[src/rtl/mmu_port_arbiter.sv]
// Shares one MMU request port between the data path (D) and the fetch path (I).
// Latency: mem_request rises one edge after a pending request is seen in IDLE; min 4 cycles IDLE->IDLE.
// Backpressure: a requester waits on x_busy; the MMU throttles via mem_busy, bounded by a timeout abort.
// Optional feature: define ARB_ROUND_ROBIN_EN to alternate grants on a tie (default: D always wins).
module mmu_port_arbiter #(
  parameter int BUS_WIDTH      = 32,
  parameter int TIMEOUT_CYCLES = 255
) (
  input  logic                 clk,
  input  logic                 reset,
  // data load/store port
  input  logic [BUS_WIDTH-1:0] d_addr,
  input  logic                 d_request,
  input  logic                 d_write_enable,
  input  logic [BUS_WIDTH-1:0] d_data_in,
  output logic [BUS_WIDTH-1:0] d_out,
  output logic                 d_busy,
  // opcode fetch port (read-only)
  input  logic [BUS_WIDTH-1:0] i_addr,
  input  logic                 i_request,
  output logic [BUS_WIDTH-1:0] i_out,
  output logic                 i_busy,
  // shared MMU port
  output logic [BUS_WIDTH-1:0] mem_addr,
  output logic                 mem_request,
  output logic                 mem_write_enable,
  output logic [BUS_WIDTH-1:0] mem_data_in,
  input  logic [BUS_WIDTH-1:0] mem_out,
  input  logic                 mem_busy,
  // status
  output logic                 grant,
  output logic [1:0]           timeout_error
);

  localparam int CNT_W = (TIMEOUT_CYCLES < 1) ? 1 : $clog2(TIMEOUT_CYCLES + 1);
  localparam logic [CNT_W-1:0]     CNT_MAX   = CNT_W'(TIMEOUT_CYCLES);
  localparam logic [BUS_WIDTH-1:0] ABORT_VAL = BUS_WIDTH'(32'hDEADBEEF);

  // grant encoding
  localparam logic GNT_D = 1'b0;
  localparam logic GNT_I = 1'b1;

  typedef enum logic [1:0] {
    ST_IDLE  = 2'd0,
    ST_ISSUE = 2'd1,
    ST_WAIT  = 2'd2,
    ST_RESP  = 2'd3
  } state_t;

  state_t           state;
  logic [CNT_W-1:0] wait_cnt;
  logic             served_d;
  logic             served_i;
  logic             pending_d;
  logic             pending_i;
  logic             pick_i;
  logic             any_pending;
  logic             granted_req;

`ifdef ARB_ROUND_ROBIN_EN
  logic             last_grant;
`endif

  // A port is pending until its completed access has been acknowledged by
  // the requester dropping its request line.
  assign pending_d   = d_request & ~served_d;
  assign pending_i   = i_request & ~served_i;
  assign any_pending = pending_d | pending_i;

  // Busy drops during the single RESP cycle of the owning port, and also as
  // soon as the requester abandons its request.
  assign d_busy = pending_d & ~((state == ST_RESP) & (grant == GNT_D));
  assign i_busy = pending_i & ~((state == ST_RESP) & (grant == GNT_I));

  // Whether the owner of the current access still wants the result.
  assign granted_req = (grant == GNT_I) ? i_request : d_request;

  // Arbitration choice: I wins only when D is idle, or on a tie when D was the last owner.
  always_comb begin
    pick_i = 1'b0;
`ifdef ARB_ROUND_ROBIN_EN
    if (pending_i && (!pending_d || (last_grant == GNT_D))) begin
      pick_i = 1'b1;
    end
`else
    if (pending_i && !pending_d) begin
      pick_i = 1'b1;
    end
`endif
  end

`ifdef ARB_ROUND_ROBIN_EN
  // Remember who got the MMU last; resets to I so the first tie goes to D.
  always_ff @(posedge clk or posedge reset) begin
    if (reset) begin
      last_grant <= GNT_I;
    end else if ((state == ST_IDLE) && any_pending) begin
      last_grant <= pick_i;
    end
  end
`endif

  // Served flags: set when the owner leaves RESP still requesting, cleared once the request drops.
  always_ff @(posedge clk or posedge reset) begin
    if (reset) begin
      served_d <= 1'b0;
      served_i <= 1'b0;
    end else begin
      if (!d_request) begin
        served_d <= 1'b0;
      end else if ((state == ST_RESP) && (grant == GNT_D)) begin
        served_d <= 1'b1;
      end
      if (!i_request) begin
        served_i <= 1'b0;
      end else if ((state == ST_RESP) && (grant == GNT_I)) begin
        served_i <= 1'b1;
      end
    end
  end

  // Access sequencer: IDLE -> ISSUE -> WAIT -> RESP, with registered MMU-side outputs.
  always_ff @(posedge clk or posedge reset) begin
    if (reset) begin
      state            <= ST_IDLE;
      wait_cnt         <= '0;
      grant            <= GNT_D;
      mem_addr         <= '0;
      mem_request      <= 1'b0;
      mem_write_enable <= 1'b0;
      mem_data_in      <= '0;
      timeout_error    <= 2'b00;
    end else begin
      case (state)
        ST_IDLE: begin
          if (any_pending) begin
            grant       <= pick_i;
            mem_request <= 1'b1;
            if (pick_i) begin
              // fetch port never writes
              mem_addr         <= i_addr;
              mem_write_enable <= 1'b0;
              mem_data_in      <= '0;
            end else begin
              mem_addr         <= d_addr;
              mem_write_enable <= d_write_enable;
              mem_data_in      <= d_data_in;
            end
            state <= ST_ISSUE;
          end
        end

        ST_ISSUE: begin
          // give the MMU one cycle to raise busy before it is sampled
          wait_cnt <= '0;
          state    <= ST_WAIT;
        end

        ST_WAIT: begin
          if (!mem_busy) begin
            mem_request <= 1'b0;
            state       <= ST_RESP;
          end else if (wait_cnt == CNT_MAX) begin
            mem_request          <= 1'b0;
            timeout_error[grant] <= 1'b1;
            state                <= ST_RESP;
          end else begin
            wait_cnt <= wait_cnt + 1'b1;
          end
        end

        ST_RESP: begin
          state <= ST_IDLE;
        end

        default: begin
          state <= ST_IDLE;
        end
      endcase
    end
  end

  // Read-data capture: completed reads land in the owner's output, aborted reads return the poison word.
  always_ff @(posedge clk or posedge reset) begin
    if (reset) begin
      d_out <= '0;
      i_out <= '0;
    end else if ((state == ST_WAIT) && !mem_write_enable && granted_req &&
                 (!mem_busy || (wait_cnt == CNT_MAX))) begin
      if (grant == GNT_I) begin
        i_out <= mem_busy ? ABORT_VAL : mem_out;
      end else begin
        d_out <= mem_busy ? ABORT_VAL : mem_out;
      end
    end
  end

endmodule
[config.mk]
export PLATFORM = sky130hd
export DESIGN_NAME = mmu_port_arbiter
export DESIGN_NICKNAME = d
export VERILOG_FILES = /design/src/rtl/mmu_port_arbiter.sv
export SDC_FILE = /design/constraint.sdc
export NUM_CORES = 1
export LEC_CHECK = 0
export ABC_AREA = 1
export BUFFER_PORTS_ARGS = -buffer_cell sky130_fd_sc_hd__buf_2
export CAP_MARGIN = 15
export CORE_MARGIN = 2
export CORE_UTILIZATION = 50
export DETAILED_ROUTE_END_ITERATION = 6
export GPL_TIMING_DRIVEN = 0
export PLACE_DENSITY = 0.89
export SYNTH_ARGS = -nofsm -noshare
export SYNTH_HDL_FRONTEND = slang
export SYNTH_SLANG_ARGS = --single-unit
[constraint.sdc]
create_clock -name clk -period 11.8 [get_ports clk]
set_clock_uncertainty 0.15 [all_clocks]
set_input_delay 2.36 -clock clk [delete_from_list [all_inputs] [get_ports clk]]
set_output_delay 2.36 -clock clk [all_outputs]
set_load 0.02 [all_outputs]
==> results.toml <==
[run_status]
status = "finished clean"

[sta]
fmax_mhz = 183
tightest_slew_ns = 0.556
rsz0062_at_grt = "no"
setup-tns-final_ns = 0
hold_ws_ns = 0.316
period_needed_ns = 5.46
hold_violations = 0
slew_viol_final = 0
fin_crit_sh_pct = 46.2
relSlewSlack_pct = 62.9
setup_viol = 0

[yosys]
synthSimpleGateAreaFrac_pct = 32.3
synth-adder-area-share_pct = 0.934
yosysWarnings = 0
netlist_area_mm2 = 0.00670
synth_seq_area_share_pct = 54.2
synth_compound_area_share_pct = 5.77
syn_inst = 784
ys_seq_elements = 145
synth_top_family_by_area = "simple AND/OR/NAND/NOR gates"
synthDistinctLibCells = 29
synthXorXnorAreaFrac_pct = 0
muxShareOfSynthArea_pct = 0
syn_area_per_cell_um2 = 8.54
synth_nets = 923

[finish]
area_delta_synth_final_pct = 33.5
fillers = 1075
layout.nets = 1211
drive_gt1_share_pct = 34.6
multiInputGateArea_mm2 = 0.00261
seqCellArea_mm2 = 0.00363

[die]
core_mm2 = 0.0131
initial_core_util_pct = 51.0
die_h_um = 120
ios = 269
die_area_mm2 = 0.0143
rows = 42
die_x_um = 120

[detailed_routing]
via_per_inst = 5.38
firstDrtPassIters = 5
ant_nets = 0
dr.first_iter.drc_count = 557
remaining_drc_errors = 0
totalWireLength_mm = 19.7
vias = 6781
avgRoutedWirePerCell_um = 15.6

[cts]
cts-resized-gates = 0
insertion_delay_ns = 0.42
cts_made_buffers = 17
ctsHtreeMaxLevel = 4
postCtsSetupRepairBufs = 0
clk_pin_slew_ns = 0.06
cts_sinks = 145
root_buffer = "clkbuf_16"
cts_tree = "built"
clockBufferDepth = 2
postCtsHoldBufs = 0

[global_route]
grt_pass1_vias = 6505
grt_antenna_before_repair = 1
use_met1_pct = 33.2
gr-max-usage-layer = "met2"
grt_overflow = 0
grt_max_degree = 86
grt_usage_pct = 27.7
grt_pass1_wl_mm = 31.4
grt.met2_usage_pct = 47.9
use_met3_pct = 6.08

[placed_design]
port_buffers = 268
hpwl_mm = 14.4
gp_congestion = 0.869

[hold_path]
hold_class = "reg -> reg"

[worst_setup_path]
crit_path_start_kind = "input pin"
crit_family = "buffers and inverters"
reg2reg_slack_ns = 9.76
cpMaxStageDelayCell = "buf_2"
cp-end-kind = "output pin"
crit_chain = "buf_2, nand2_1, a21oi_1, buf_2"
cp_common_cell = "buf_2"
required_ns = 9.29
worstPathArrival_ns = 2.95
slowest_delay_ns = 0.18
critPathMaxFanout = 5
crit_buf_inv = 2
crit_type = "in -> out"

[power]
power.density_mw_per_mm2 = 277
max-vdd-ir-drop_uv = 143
p_total_uw = 2470
p_leak_uw = 0.00493

[flow_run]
maxCapViolCount = 0
cell usage after synthesis, drive strengths merged:
cell,n,area [um2]
a21boi,1,7.51
o21bai,1,7.51
nor2,55,209
o21ai,59,295
nand4,66,413
o31ai,2,15.0
nand2,219,835
buf,39,259
a31oi,6,37.5
ha,5,62.6
or2,24,150
nor3,1,16.3
a21oi,4,23.8
inv,29,109
clkbuf,23,88.8
nor3b,1,7.51
dfrtp,145,3630
nand3,103,526
nand3b,1,7.51
flip-flops by register name, summed over array words and instances, names as in the netlist:
name / count
timeout_error: 2
mem_write_enable: 1
d_out: 32
mem_request: 1
mem_data_in: 32
grant: 1
served_d: 1
wait_cnt: 8
served_i: 1
state: 2
i_out: 32
mem_addr: 32
worst min-delay path, delay by kind of cell, from the launching register on:
family	cells	cell delay [ns]
DFF	1	0.34
and+or+nand+nor	2	0.09
cells in the final DEF (no fill, tap or decap), types with 3 or more instances in the layout:
master and n:
inv_1 27, nor2_1 54, or2_2 24, nand4_1 66, nand3_1 101, o21ai_1 15
nand2_1 216, o21ai_0 44, bufinv_16 5, buf_4 8, clkbuf_1 21, dfrtp_1 145
clkbuf_16 17, buf_6 7, a21oi_1 3, ha_1 5, a31oi_1 6, clkinvlp_4 3
buf_2 292
per-layer routing:
metal / wire length (um) / share of wire (%)
met5: 0 / 0
met4: 623 / 3.2
met3: 1490 / 7.6
met2: 9940 / 51
met1: 7620 / 39
logic make-up (layout without fill, tap and decap cells):
group | Yosys count | after routing
AND/OR/NAND/NOR | 470 | 470
buffers and inverters | 91 | 391
adder cells (fa/ha/maj) | 5 | 5
other | 0 | 1
AO/OA/AOI/OAI | 73 | 73
flip-flops | 145 | 145
power breakdown:
group | total (uW) | leakage [uW] | internal [uW] | switching, uW
clock network | 590 | 0.000308 | 380 | 210
logic | 1060 | 0.00279 | 340 | 723
registers | 820 | 0.00183 | 704 | 117
final timing paths:
| path | startpoint | endpoint | cells after the start |
|---|---|---|---|
| worst max-delay path | d_request | d_busy | 4 |
| worst min-delay path | i_out[13] | i_out[13] | 2 |
| worst max register to register | state[0] | i_out[1] | 9 |
| worst min register to register | i_out[13] | i_out[13] | 2 |
| max in group asynchronous | reset | state[0] | 3 |
| min in group asynchronous | reset | i_out[27] | 2 |
stage by stage:
step | utilization (%) | setup WS [ns] | std cells | cell area [um2]
floorplan | - | 5.40 | 784 | 6700
global placement | 62.9 | 3.84 | 1228 | 8260
detailed placement | 63.1 | 6.32 | 1229 | 8290
CTS | 68.0 | 6.32 | 1260 | 8940
global route | 68.1 | 6.31 | 1261 | 8940
finish | 68.1 | 6.34 | 1261 | 8940
layout make-up:
cell class / instances / share of cell area (%)
Antenna cell: 1 / 0.0280
Buffer: 62 / 3.89
Clock buffer: 18 / 4.91
Clock inverter: 13 / 2.34
Inverter: 29 / 1.27
Multi-Input combinational cell: 548 / 29.2
Sequential cell: 145 / 40.6
Tap cell: 176 / 2.46
Timing Repair Buffer: 269 / 15.3
Power figures use the tool's default switching activity.
